==> config.mk <==
export PLATFORM = sky130hd
export DESIGN_NAME = riscv_wb
export DESIGN_NICKNAME = d
export VERILOG_FILES = /design/src/rtl/riscv_wb_pkg.sv /design/src/rtl/riscv_wb_chk.sv /design/src/rtl/riscv_wb_ldext.sv /design/src/rtl/riscv_wb.sv
export SDC_FILE = /design/constraint.sdc
export NUM_CORES = 1
export LEC_CHECK = 0
export ABC_AREA = 1
export CORE_MARGIN = 2
export CORE_UTILIZATION = 45
export DETAILED_ROUTE_END_ITERATION = 12
export PLACE_DENSITY = 0.8
export SYNTH_ARGS = -nofsm -noshare
export SYNTH_HDL_FRONTEND = slang
export SYNTH_SLANG_ARGS = --single-unit
==> constraint.sdc <==
create_clock -name clk -period 2.1 [get_ports clk]
set_input_delay 0.315 -clock clk [delete_from_list [all_inputs] [get_ports clk]]
set_output_delay 0.315 -clock clk [all_outputs]
set_load 0.1 [all_outputs]
==> src/rtl/riscv_wb_pkg.sv <==
// Shared encodings for the writeback stage: load function codes, FSM states
// and the byte/half extension helper used by the load extractor.
package riscv_wb_pkg;

    localparam int LD_FUNCT_W = 3;

    localparam logic [LD_FUNCT_W-1:0] LD_NOP = 3'd0;
    localparam logic [LD_FUNCT_W-1:0] LD_LB  = 3'd1;
    localparam logic [LD_FUNCT_W-1:0] LD_LH  = 3'd2;
    localparam logic [LD_FUNCT_W-1:0] LD_LW  = 3'd3;
    localparam logic [LD_FUNCT_W-1:0] LD_LBU = 3'd4;
    localparam logic [LD_FUNCT_W-1:0] LD_LHU = 3'd5;

    typedef enum logic [0:0] {
        WB_IDLE = 1'b0,
        WB_WAIT = 1'b1
    } wb_state_e;

    function automatic logic [31:0] ext8(input logic [7:0] b, input logic sgn);
        ext8 = {{24{sgn & b[7]}}, b};
    endfunction

    function automatic logic [31:0] ext16(input logic [15:0] h, input logic sgn);
        ext16 = {{16{sgn & h[15]}}, h};
    endfunction

endpackage

==> src/rtl/riscv_wb_chk.sv <==
// Checker: a read response must only arrive while a load is outstanding or is
// being accepted in the same cycle.
module riscv_wb_chk
    import riscv_wb_pkg::*;
(
    input logic clk,
    input logic rstn,
    input logic in_wait,
    input logic load_xfer,
    input logic rvalid
);

    a_no_stray_rvalid: assert property (
        @(posedge clk) disable iff (!rstn)
        rvalid |-> (in_wait || load_xfer)
    );

endmodule

==> src/rtl/riscv_wb_ldext.sv <==
// Combinational load-data extractor: picks the addressed byte/half/word out
// of the read response and sign- or zero-extends it.
module riscv_wb_ldext
    import riscv_wb_pkg::*;
(
    input  logic [LD_FUNCT_W-1:0] funct,
    input  logic [1:0]            baddr,
    input  logic [31:0]           rdata,
    output logic [31:0]           ext_data
);

    logic [7:0]  byte_s;
    logic [15:0] half_s;

    assign byte_s = rdata[{baddr, 3'b000} +: 8];
    // Halfword offset bit 0 is ignored; misaligned halves are undefined anyway.
    assign half_s = baddr[1] ? rdata[31:16] : rdata[15:0];

    // Select and extend the loaded value; anything unrecognised is a full word.
    always_comb begin
        ext_data = rdata;
        case (funct)
            LD_LB:   ext_data = ext8(byte_s, 1'b1);
            LD_LBU:  ext_data = ext8(byte_s, 1'b0);
            LD_LH:   ext_data = ext16(half_s, 1'b1);
            LD_LHU:  ext_data = ext16(half_s, 1'b0);
            default: ext_data = rdata;
        endcase
    end

endmodule

==> src/rtl/riscv_wb.sv <==
// Writeback stage: accepts memory-stage results, waits for load data and
// issues one registered register-file write. Optional decode bypass outputs
// are enabled with RISCV_WB_FWD_EN.
module riscv_wb
    import riscv_wb_pkg::*;
#(
    parameter int XLEN = 32
) (
    input  logic                  clk,
    input  logic                  rstn,
    input  logic                  mem_wb_rdy,
    output logic                  mem_wb_ack,
    input  logic [LD_FUNCT_W-1:0] mem_wb_funct,
    input  logic [1:0]            mem_wb_baddr,
    input  logic [XLEN-1:0]       mem_wb_data,
    input  logic [4:0]            mem_wb_rsd,
    input  logic                  data_bif_rvalid,
    input  logic [XLEN-1:0]       data_bif_rdata,
    output logic                  wb_rf_wen,
    output logic [4:0]            wb_rf_waddr,
    output logic [XLEN-1:0]       wb_rf_wdata
`ifdef RISCV_WB_FWD_EN
    ,
    output logic                  wb_fwd_valid,
    output logic [4:0]            wb_fwd_rsd,
    output logic [XLEN-1:0]       wb_fwd_data
`endif
);

    wb_state_e             state_q, state_d;
    logic [LD_FUNCT_W-1:0] funct_q, funct_d;
    logic [1:0]            baddr_q, baddr_d;
    logic [4:0]            rsd_q, rsd_d;
    logic                  wen_q, wen_d;
    logic [4:0]            waddr_q, waddr_d;
    logic [XLEN-1:0]       wdata_q, wdata_d;

    logic                  xfer_s;
    logic                  is_load_s;
    logic                  done_s;
    logic [4:0]            done_rsd_s;
    logic [XLEN-1:0]       done_data_s;
    logic [LD_FUNCT_W-1:0] ext_funct_s;
    logic [1:0]            ext_baddr_s;
    logic [XLEN-1:0]       ext_data_s;

    assign mem_wb_ack = (state_q == WB_IDLE);
    assign xfer_s     = mem_wb_rdy && mem_wb_ack;
    assign is_load_s  = (mem_wb_funct != LD_NOP);

    // In WAIT the extractor must see the latched load, not the live inputs.
    assign ext_funct_s = (state_q == WB_WAIT) ? funct_q : mem_wb_funct;
    assign ext_baddr_s = (state_q == WB_WAIT) ? baddr_q : mem_wb_baddr;

    riscv_wb_ldext u_ldext (
        .funct    (ext_funct_s),
        .baddr    (ext_baddr_s),
        .rdata    (data_bif_rdata),
        .ext_data (ext_data_s)
    );

    // Next-state, pending-load capture and completion selection.
    always_comb begin
        state_d     = state_q;
        funct_d     = funct_q;
        baddr_d     = baddr_q;
        rsd_d       = rsd_q;
        done_s      = 1'b0;
        done_rsd_s  = mem_wb_rsd;
        done_data_s = mem_wb_data;
        case (state_q)
            WB_IDLE: begin
                if (xfer_s && !is_load_s) begin
                    done_s = 1'b1;
                end else if (xfer_s && data_bif_rvalid) begin
                    done_s      = 1'b1;
                    done_data_s = ext_data_s;
                end else if (xfer_s) begin
                    funct_d = mem_wb_funct;
                    baddr_d = mem_wb_baddr;
                    rsd_d   = mem_wb_rsd;
                    state_d = WB_WAIT;
                end else begin
                    state_d = WB_IDLE;
                end
            end
            WB_WAIT: begin
                done_rsd_s  = rsd_q;
                done_data_s = ext_data_s;
                if (data_bif_rvalid) begin
                    done_s  = 1'b1;
                    state_d = WB_IDLE;
                end else begin
                    state_d = WB_WAIT;
                end
            end
            default: state_d = WB_IDLE;
        endcase
    end

    // Register-file write: a one-cycle pulse; address/data hold otherwise.
    always_comb begin
        wen_d = done_s && (done_rsd_s != 5'd0);
        if (wen_d) begin
            waddr_d = done_rsd_s;
            wdata_d = done_data_s;
        end else begin
            waddr_d = waddr_q;
            wdata_d = wdata_q;
        end
    end

    // State, pending-load and write-port registers.
    always_ff @(posedge clk or negedge rstn) begin
        if (!rstn) begin
            state_q <= WB_IDLE;
            funct_q <= LD_NOP;
            baddr_q <= 2'd0;
            rsd_q   <= 5'd0;
            wen_q   <= 1'b0;
            waddr_q <= 5'd0;
            wdata_q <= '0;
        end else begin
            state_q <= state_d;
            funct_q <= funct_d;
            baddr_q <= baddr_d;
            rsd_q   <= rsd_d;
            wen_q   <= wen_d;
            waddr_q <= waddr_d;
            wdata_q <= wdata_d;
        end
    end

    assign wb_rf_wen   = wen_q;
    assign wb_rf_waddr = waddr_q;
    assign wb_rf_wdata = wdata_q;

`ifdef RISCV_WB_FWD_EN
    assign wb_fwd_valid = wen_d;
    assign wb_fwd_rsd   = done_rsd_s;
    assign wb_fwd_data  = done_data_s;
`endif

    riscv_wb_chk u_chk (
        .clk       (clk),
        .rstn      (rstn),
        .in_wait   (state_q == WB_WAIT),
        .load_xfer (xfer_s && is_load_s),
        .rvalid    (data_bif_rvalid)
    );

endmodule

Yosys cells after proc, flatten, opt, wreduce, memory -nomap -nowiden --
Cells that the tools add are included.
Storage, ports and cells: output and inout port bits 39, register bits after elaboration 49
Cells by class: mux-type cells 17, bitwise gates (word level) 3, eq/ne operators 4, reductions and logical operators 8, shift-type cells 1
Operator list (count):
- case mux 32 bit (4 select lines) | 1
- two-way mux 32 bit | 2
- case mux 32 bit (2 select lines) | 1
- indexed part select 32 x 6 -> 8 bit | 1
- two-way mux 16 bit | 1
- two-way mux 1 bit | 7
- == test 3 bit (second input constant) | 2
- two-way mux 5 bit | 1
- nonzero test 5 bit | 1
- logical AND 1 bit | 4
- case mux 1 bit (2 select lines) | 2
- AND reduction 4 bit | 1
- == test 3 x 1 -> 1 bit (second input constant) | 1
- == test 3 x 2 -> 1 bit (second input constant) | 1
- two-way mux 3 bit | 1
- inverter 1 bit | 3
- nonzero test 3 bit | 1
- two-way mux 2 bit | 1
- zero test 1 bit | 1

Longest topological paths before layout --
word-level depth 7, depth in mapped cells 13

Cells and area by module --
Synthesis repeated with hierarchy kept, for this count alone.
Second synthesis, totals: cells, all modules 604, area, all modules 3819.9 µm²
Modules (own cells, without submodules):
- riscv_wb | cells each 365, area each 2598.7 µm², times used 1
- riscv_wb_ldext | cells each 239, area each 1221.2 µm², times used 1

Worst setup path before layout --
No wires, ideal clock.
path kind register -> register, from register state_q, to register wdata_q[18] (netlist: wb_rf_wdata[18]), buffers on the path 2, arrival time 1589 ps, cell stages (with the launch flop) 13, required time 1980 ps, path slack 390 ps, cell sequence dfrtp_1 > inv_2 > buf_6 > nand2_1 > nand2_4 > nand3_2 > nand2_4 > nor2_8 > buf_6 > nand2_2 > nand2_1 > o21ai_1 > nand2_1
Between the ends: word-level cells in the longest chain between the ends 7
RTL lines:
- start: declaration | line riscv_wb.sv:30 | wb_state_e state_q, state_d;
- start signal: assignment | line riscv_wb.sv:124 | state_q <= state_d;
- inverter 1 bit (no line) (*)
- via mem_wb_ack | line riscv_wb.sv:12 | output logic mem_wb_ack,
- logical AND 1 bit | line riscv_wb.sv:48 | assign xfer_s = mem_wb_rdy && mem_wb_ack;
- logical AND 1 bit | line riscv_wb.sv:75 | end else if (xfer_s && data_bif_rvalid) begin
- two-way mux 1 bit | line riscv_wb.sv:75
- two-way mux 1 bit | line riscv_wb.sv:73 | if (xfer_s && !is_load_s) begin
- case mux 1 bit (2 select lines) | line riscv_wb.sv:71 | case (state_q)
- logical AND 1 bit | line riscv_wb.sv:103 | wen_d = done_s && (done_rsd_s != 5'd0);
- end signal: assignment | line riscv_wb.sv:130 | wdata_q <= wdata_d;
- end: declaration | line riscv_wb.sv:36 | logic [XLEN-1:0] wdata_q, wdata_d;
The timed path passes the listed nets; every way through them passes the cells marked *. A chain may end at the register's enable or synchronous reset.

Final worst setup path --
from register state_q, to register wdata_q[16] (netlist: wb_rf_wdata[16])
Between the ends: word-level cells in the longest chain between the ends 7
RTL lines:
- branches (longest 7 deep; another with indexed part select 32 x 6 -> 8 bit)
Several ways; the timed one is not identified.

==> results.toml <==
[critical_path]
max_stage_delay_ps = 400
crit_path_top_delay_cell = "dfrtp_1"
cp.arrival_ps = 2100
cp.required_ps = 2370
critical_path_class = "reg2reg"
crit_family = "simple AND/OR/NAND/NOR gates"
path_max_fanout = 16
cp-end-kind = "flop"
cp-start-kind = "flop"
crit_buf_inv = 1
path_common_cell = "nand2_1"
crit_chain = "inv_2, nand2_1, nand2_2, nand2_1, nand3_1, nand3b_4, nand2_4, o21ai_0, nand2_1"

[clock_tree]
htree_levels = 2
cts_buffers = 5
hold_buffers = 0
clk_pin_slew_ps = 100
ctsResizeCount = 0
cts_tree = "built"
cts_setup_buffers = 0
clock_path_buffers = 2
clk-insertion-delay-late_ps = 320
numClockSinks = 49
cts_root_buf = "clkbuf_8"

[layout]
layout.nets = 699
final_common_cell = "nand2_1"
layout-drive-gt1-share = 0.1495
diodes = 0
final_cell_mix = "nand2_1, clkdlybuf4s50_1, nor2_1"
area_growth_pct = 38.89

[floorplanning]
ioPinCount = 117
die_w_um = 89.56
die_area_um2 = 8021
core_um2 = 7176
rows = 31
fp.dieH_um = 89.56
initial_core_util = 0.4591

[sta]
period_needed_ps = 1833
fin_tns_setup_ps = 0
fmax_mhz = 545.4
final_hold_viol_count = 0
slew_headroom = 0.5181
setup_violations = 0
drv_slew = 0
rsz0062_at_grt = "no"
hold_slack_ps = 30.71
fin_crit_sh = 0.8730
skew_ps = 7.936
worst_pin_slew_ps = 722.9

[detailed_routing]
drtAntennaViolNets = 0
vias = 3585
first_pass_iters = 5
drt_iter0_drc = 219
finalWirelength_mm = 9.478
viasPerCell = 4.972
drc_errors = 0
wl_per_cell_um = 13.15

[grt]
grt_usage = 0.2410
antenna_found_initial = 0
grt_pass1_vias = 3249
gr-total-overflow = 0
grt_pass1_wl_mm = 14.91
grt_max_degree = 47

[synth]
ys_async_sr_fraction = 1.000
synth_nets = 587
synth_edf_count = 0
yosys_warnings = 0
syn_area_um2 = 3294
ys_seq_area_frac = 0.3722
syn_inst = 509
ys_seq_elements = 49
syn_area_per_cell_um2 = 6.472
synth_cell_types = 22
synthFlopType = "dfrtp_1"

[power]
power_density_nw_per_um2 = 1038
p_leak_nw = 2.436
ir_drop_mv = 0.6735

[run]
cap_viol_max_count = 0

[placement]
io_buffers = 116
place_hpwl_mm = 7.222
gp_congestion = 0.8610

[outcome]
status = "finished, final reports clean"

[worst_hold_path]
hp-class = "in2async"
[state kept, by name, summed over array words and instances (netlist names)]
register / flops
state_q: 1
wb_rf_waddr: 5
funct_q: 3
baddr_q: 2
wb_rf_wdata: 32
rsd_q: 5
wb_rf_wen: 1
[per-stage QoR]
stage	total power, mW	std cells	util	instance area (µm²)	setup slack [ps]
after detailed placement	4.133	713	0.6237	4476	108.6
after global placement	4.101	713	0.6237	4476	142.6
final	4.750	721	0.6377	4576	266.6
after CTS	4.767	721	0.6377	4576	272.4
after floorplan	3.415	509	-	3294	390.4
after global routing	4.981	721	0.6377	4576	63.23
[cell families after synthesis]
kind of cell	after synthesis	synth area share
AND/OR/NAND/NOR	353	0.4603
buffers and inverters	61	0.09647
AO/OA/AOI/OAI	46	0.07102
flip-flops	49	0.3722
[power by group]
part           internal, mW  switching, mW
combinational         0.692           2.11
clock                 0.275          0.362
sequential             1.17          0.139
[worst reg2reg max path, delay by kind of cell (launching register included)]
family | cells | cell delay, ps
buffers and inverters | 1 | 240
AND/OR/NAND/NOR | 7 | 1020
AO/OA/AOI/OAI | 1 | 120
flip-flops | 1 | 400
[routing by layer]
metal	wire length (µm)	vias up	global-route usage
met2	4483	155	0.4191
met5	0	-	0
li1	-	1795	-
met4	249	0	0.07191
met3	662	24	0.04155
met1	4083	1611	0.3051
[Yosys cell counts, types with 6 or more instances]
cell / n / area share
nand2_1: 216 / 0.25
nor2_1: 73 / 0.083
dfrtp_1: 49 / 0.37
inv_1: 32 / 0.036
nand3_1: 30 / 0.046
o21ai_1: 19 / 0.029
nand2_2: 14 / 0.027
o21ai_0: 14 / 0.021
a21oi_1: 12 / 0.018
buf_2: 12 / 0.018
nand4_1: 9 / 0.017
buf_6: 6 / 0.021
nand2_4: 6 / 0.021
[worst paths after layout]
path | from | end | slack, ps | depth (start not counted)
worst max-delay path | state_q | wb_rf_wdata[16] | 270 | 9
worst min-delay path | rstn | wb_rf_wdata[6] | 30 | 1
worst max register to register | state_q | wb_rf_wdata[16] | 270 | 9
worst min register to register | wb_rf_waddr[2] | wb_rf_waddr[2] | 490 | 2
max in group asynchronous | rstn | wb_rf_wdata[13] | 1420 | 2
min in group clk | wb_rf_waddr[2] | wb_rf_waddr[2] | 490 | 2
[cell type report]
type	instances	area, µm²
Clock buffer	6	82.58
Clock inverter	2	17.52
Fill cell	663	2600
Inverter	36	137.6
Multi-Input combinational cell	399	1762
Sequential cell	49	1226
Tap cell	99	123.9
Timing Repair Buffer	130	1226
Note: power is estimated with default switching activity, not from simulation.
==> RTL edit 1 (same flow settings) <==
Set the package constant `LD_FUNCT_W` to 6 (it was 3).
--- a/src/rtl/riscv_wb_pkg.sv
+++ b/src/rtl/riscv_wb_pkg.sv
@@ -4,3 +4,3 @@
 
-    localparam int LD_FUNCT_W = 3;
+    localparam int LD_FUNCT_W = 6;
 
Interface: changed (resized mem_wb_funct); port bits go from 117 to 120. The function was not compared with the original's and may differ.
==> RTL edit 1 against the unedited design <==
Synthesized area rose by 15%; worst hold slack improved by 0.46 ns; worst setup slack got worse by 0.079 ns; first-iteration DRC count rose by 74%; total power rose by 48%; final area rose by 14%; routed wire length rose by 25%; maximum frequency fell by 4.2%; sequential cell count rose by 3; global-route usage rose by 1.5 points; critical path type unchanged.
==> RTL edit 1: results (changes against the unedited design) <==
** Cells and area
- The total number of nets in the final design was 822 (+18%).
- The non-clock buffer count in the final layout came to 143 (+10%).
- Clock Network Area Fraction :: 0.0220 (+0.000150)
- The number of logic inverters in the finished layout was 55 (+53%).
- The layout buffering overhead excluding clock cells came to 0.260 (-0.00799).

** Detailed routing
- The ratio of routed vias to standard cells is 5.04 (+1.4%).
- The detailed route wirelength on metal3 came to 963 um (+45%).
- The detailed route wirelength on metal2 came to 5710 um (+27%).
- Initial DRC count :: 381 (+74%)

** Setup path
- The reg2reg setup slack was 0.19 ns (-0.08 ns).
- The data arrival time of the critical path was 2.17 ns (+0.07 ns).
- The path depth of the worst reg2reg path is 10 (+1).

** Power and ir drop
- The largest voltage drop on the vdd net came to 0.621 mV (-7.8%).

** Synth
- The sequential share of the synthesized area is 0.344 (-0.0286).
- Post-synth net total :: 698 (+19%)

** Place
- Placed insts :: 835 (+17%)
- The minimum setup slack after placement was -0.0804 ns (-0.189 ns).
- Detailed placer's ending HPWL :: 8880 um (+23%)
- Count of buffers from port buffering :: 119 (+2.6%)

** Clock tree
- Number of clock sinks :: 52 (+6.1%)
- The hold-fix buffer count after cts was 1 (+1).

** Outcome
- Status :: complete, no violations

** Global routing
- The largest net degree at the start of global routing was 59 (+26%).
- The first-pass GRT wire length came to 18400 um (+24%).
- The overall track demand over capacity in global routing was 0.256 (+0.0153).
RTL edit 1: changes by cell type after synthesis, moves of 3 or more:
cell	delta
sky130_fd_sc_hd__o21ai_1	-18
sky130_fd_sc_hd__inv_1	+19
sky130_fd_sc_hd__nand2_1	+62
sky130_fd_sc_hd__nand3_1	+13
sky130_fd_sc_hd__nor2_4	+4
sky130_fd_sc_hd__dfrtp_1	+3
sky130_fd_sc_hd__o21ai_0	+23
sky130_fd_sc_hd__nor2_1	+8
sky130_fd_sc_hd__nand4_1	-7
RTL edit 1: how the worst min path moves through the flow:
stage,start,end,cells past startpoint
2_1_floorplan,rstn,baddr_q[0],0
3_3_place_gp,rstn,funct_q[3],1
3_5_place_dp,rstn,funct_q[3],1
4_1_cts,rsd_q[0],rsd_q[0],2
5_1_grt,wb_rf_wdata[27],wb_rf_wdata[27],2
6_report,rsd_q[0],rsd_q[0],2
RTL edit 1: worst min-delay path: stages (launching register included):
cell	delay (ns)
sky130_fd_sc_hd__dfrtp_1	0.35
sky130_fd_sc_hd__nand2_1	0.05
sky130_fd_sc_hd__o21ai_0	0.06
RTL edit 1: metrics by stage:
| step | power, uW | instance area (sq um) |
|---|---|---|
| after CTS | 7000 | 5170 |
| final | 7040 | 5230 |
| after global placement | 6170 | 5040 |
| after floorplan | 5140 | 3790 |
| after global routing | 7410 | 5230 |
| after detailed placement | 6260 | 5040 |
RTL edit 1: power by group through the flow:
stage	Sequential, uW	Combinational [uW]	Clock (uW)
2_1_floorplan	3860	1280	0
4_1_cts	1610	4640	746
3_5_place_dp	1630	4630	0
5_1_grt	1650	4980	772
6_report	1610	4700	729
3_3_place_gp	1610	4560	0
==> RTL edit 2 (same settings) <==
Made on the original files. Take the reset off `wdata_q` and load it in a clocked block of its own.
--- a/src/rtl/riscv_wb.sv
+++ b/src/rtl/riscv_wb.sv
@@ -121,3 +121,2 @@
             waddr_q <= 5'd0;
-            wdata_q <= '0;
         end else begin
@@ -129,4 +128,7 @@
             waddr_q <= waddr_d;
-            wdata_q <= wdata_d;
         end
+    end
+
+    always_ff @(posedge clk) begin
+        wdata_q <= wdata_d;
     end
Behaviour: not the same (Yosys sat finds a counterexample within 4 cycles, from zero or initial values and one cycle with rstn low).
==> RTL edit 2 against the unedited design <==
Die area rose by 7.8%; largest cell class unchanged; synthesized area rose by 8.1%; critical path type unchanged; sequential cell count did not move; clock power rose by 5.3%; worst setup slack got worse by 0.073 ns; total power fell by 11%; first-iteration DRC count rose by 16%; final cell count rose by 4.9%; routed wire length rose by 11%; final area rose by 9.2%.
==> RTL edit 2: results (changes against the unedited design) <==
** Outcome
- Status :: complete, no violations

** Timing
- The final hold slack came to 0.316 ns (+0.285 ns).
- Final setup slack of the worst path :: 0.194 ns (-0.0726 ns)
- Setup skew after layout :: 0.0166 ns (+0.00864 ns)
- Rel. slew slack :: 0.752 (+0.234)

** Detailed routing
- The wire length after detailed routing was 10500 um (+11%).
- The first-iteration detailed-routing DRC count came to 255 (+16%).
- Per-cell via count in the routed design :: 5.10 (+2.6%)

** Cells and area
- The total number of nets in the final design was 731 (+4.6%).
- Proportion of layout cells with a drive suffix above 1 :: 0.185 (+0.0355)
- Post-Layout Cell Count :: 756 (+4.9%)
- The clock buffer instance count of the final layout came to 7 (+1).
- The portion of the layout cell area used by clock cells is 0.0213 (-0.000583).
- Multi-input combinational cell area :: 0.00186 sq mm (+5.5%)
- The number of multi-input logic gates is 406 (+1.8%).
- The non-clock buffer count in the final layout is 143 (+10%).
- The footprint of the flip-flops and latches is 0.00139 sq mm (+13%).
- Number of fillers in the final layout :: 709 (+6.9%)
- # diodes :: 0 (unchanged)
- Sequential cells :: 49 (unchanged)
- The number of logic inverters in the finished layout was 48 (+33%).

** Place
- The total instance count after detailed placement came to 748 (+4.9%).
- Count of buffers from port buffering :: 116 (unchanged)
- Final GP Congestion :: 0.923 (+7.2%)
- Worst-case setup slack after placement :: 0.0418 ns (-0.0668 ns)
- The placed wire-length estimate after detailed placement was 8010 um (+11%).

** Power and ir drop
- Static power due to leakage :: 0.00241 uW (-0.95%)
- The part of the total power dissipated in the clock network was 0.159 (+0.025).
- Power of the combinational group :: 2240 uW (-20%)
- The fraction of power spent switching nets was 0.478 (-0.0727).
- Combinational share of power :: 0.532 (-0.059)
- The largest voltage drop on the vdd net is 0.661 mV (-1.8%).

** Synth
- Syn_area_per_cell :: 6.76 sq um (+4.4%)
- Proportion of synthesized flip-flops having asynchronous set or reset :: 0.347 (-0.653)
- Part of the Yosys area used for sequential elements :: 0.389 (+0.0170)
- By count the netlist is led by sky130_fd_sc_hd__nand2_1 (142), sky130_fd_sc_hd__nor2_1 (98), sky130_fd_sc_hd__nand3_1 (93).
- After synthesis, the cell types taking the most area are sky130_fd_sc_hd__edfxtp_1 (27%), sky130_fd_sc_hd__nand2_1 (15%), sky130_fd_sc_hd__nand3_1 (13%).
- Post-synth EDFFs :: 32 (+32)
- Post-synth net total :: 605 (+3.1%)
- Unique masters post-synth :: 25 (+14%)

** Setup path
- The path depth of the worst reg2reg path is 11 (+2).
- The data arrival time of the critical path came to 1.98 ns (-0.12 ns).
- Destination of the critical timing path :: wb_rf_wdata[17]
- Internal reg-to-reg setup slack :: 0.19 ns (-0.07 ns)

** Hold path
- Worst hold-check path type :: input port to async pin

** Global routing
- The first-pass GRT wire length is 17000 um (+14%).
- The overall track demand over capacity in global routing was 0.244 (+0.00338).
- The largest net degree at the start of global routing was 65 (+38%).
- The via count of the first global-routing pass was 3683 (+13%).

** Clock tree
- In this run the clock root is driven by a sky130_fd_sc_hd__clkbuf_8.
-- RTL edit 2: changes by cell type in the layout (fill, tap and decap cells not counted), sizes merged, moves of 7 or more --
cell	unedited run	this run
buf	54	66
nand3	33	94
a21oi	12	2
dfrtp	49	17
o211ai	0	7
o21ai	34	22
edfxtp	0	32
nor2	74	119
nand2	236	159
inv	37	48
-- RTL edit 2: cells by family (layout without fill, tap and decap cells) --
kind of cell / Yosys count / in the layout / synth area share
AOI/OAI and AO/OA: 31 / 31 / 0.0506
and+or+nand+nor: 375 / 375 / 0.469
DFF: 49 / 49 / 0.389
buffers and inverters: 72 / 199 / 0.0913
-- RTL edit 2: metal layers --
metal	GRT usage	part of all wire
met5	0	0
met4	0.0956	0.034
met3	0.0371	0.065
met2	0.412	0.47
met1	0.316	0.43
-- RTL edit 2: worst max-delay path: stages, from the launching register on --
cell and delay [ns]:
sky130_fd_sc_hd__dfrtp_2 0.48, sky130_fd_sc_hd__buf_4 0.17, sky130_fd_sc_hd__nand2_2 0.21, sky130_fd_sc_hd__nand2_8 0.08, sky130_fd_sc_hd__nand2_2 0.06, sky130_fd_sc_hd__nand2_2 0.06
sky130_fd_sc_hd__nand2_1 0.07, sky130_fd_sc_hd__nand2_2 0.08, sky130_fd_sc_hd__nand2_4 0.10, sky130_fd_sc_hd__nand2_4 0.15, sky130_fd_sc_hd__nor2_1 0.16, sky130_fd_sc_hd__nor2_1 0.05
-- RTL edit 2: metrics by stage --
stage / total power, uW / area (sq um)
final: 4210 / 4990
after floorplan: 2950 / 3590
after CTS: 4210 / 4990
after global placement: 3520 / 4890
after global routing: 4410 / 4990
after detailed placement: 3550 / 4890
-- RTL edit 2: timing repair --
action,CTS,global route
gates resized for setup,0,1
setup endpoints to repair,0,3
hold buffers,0,0
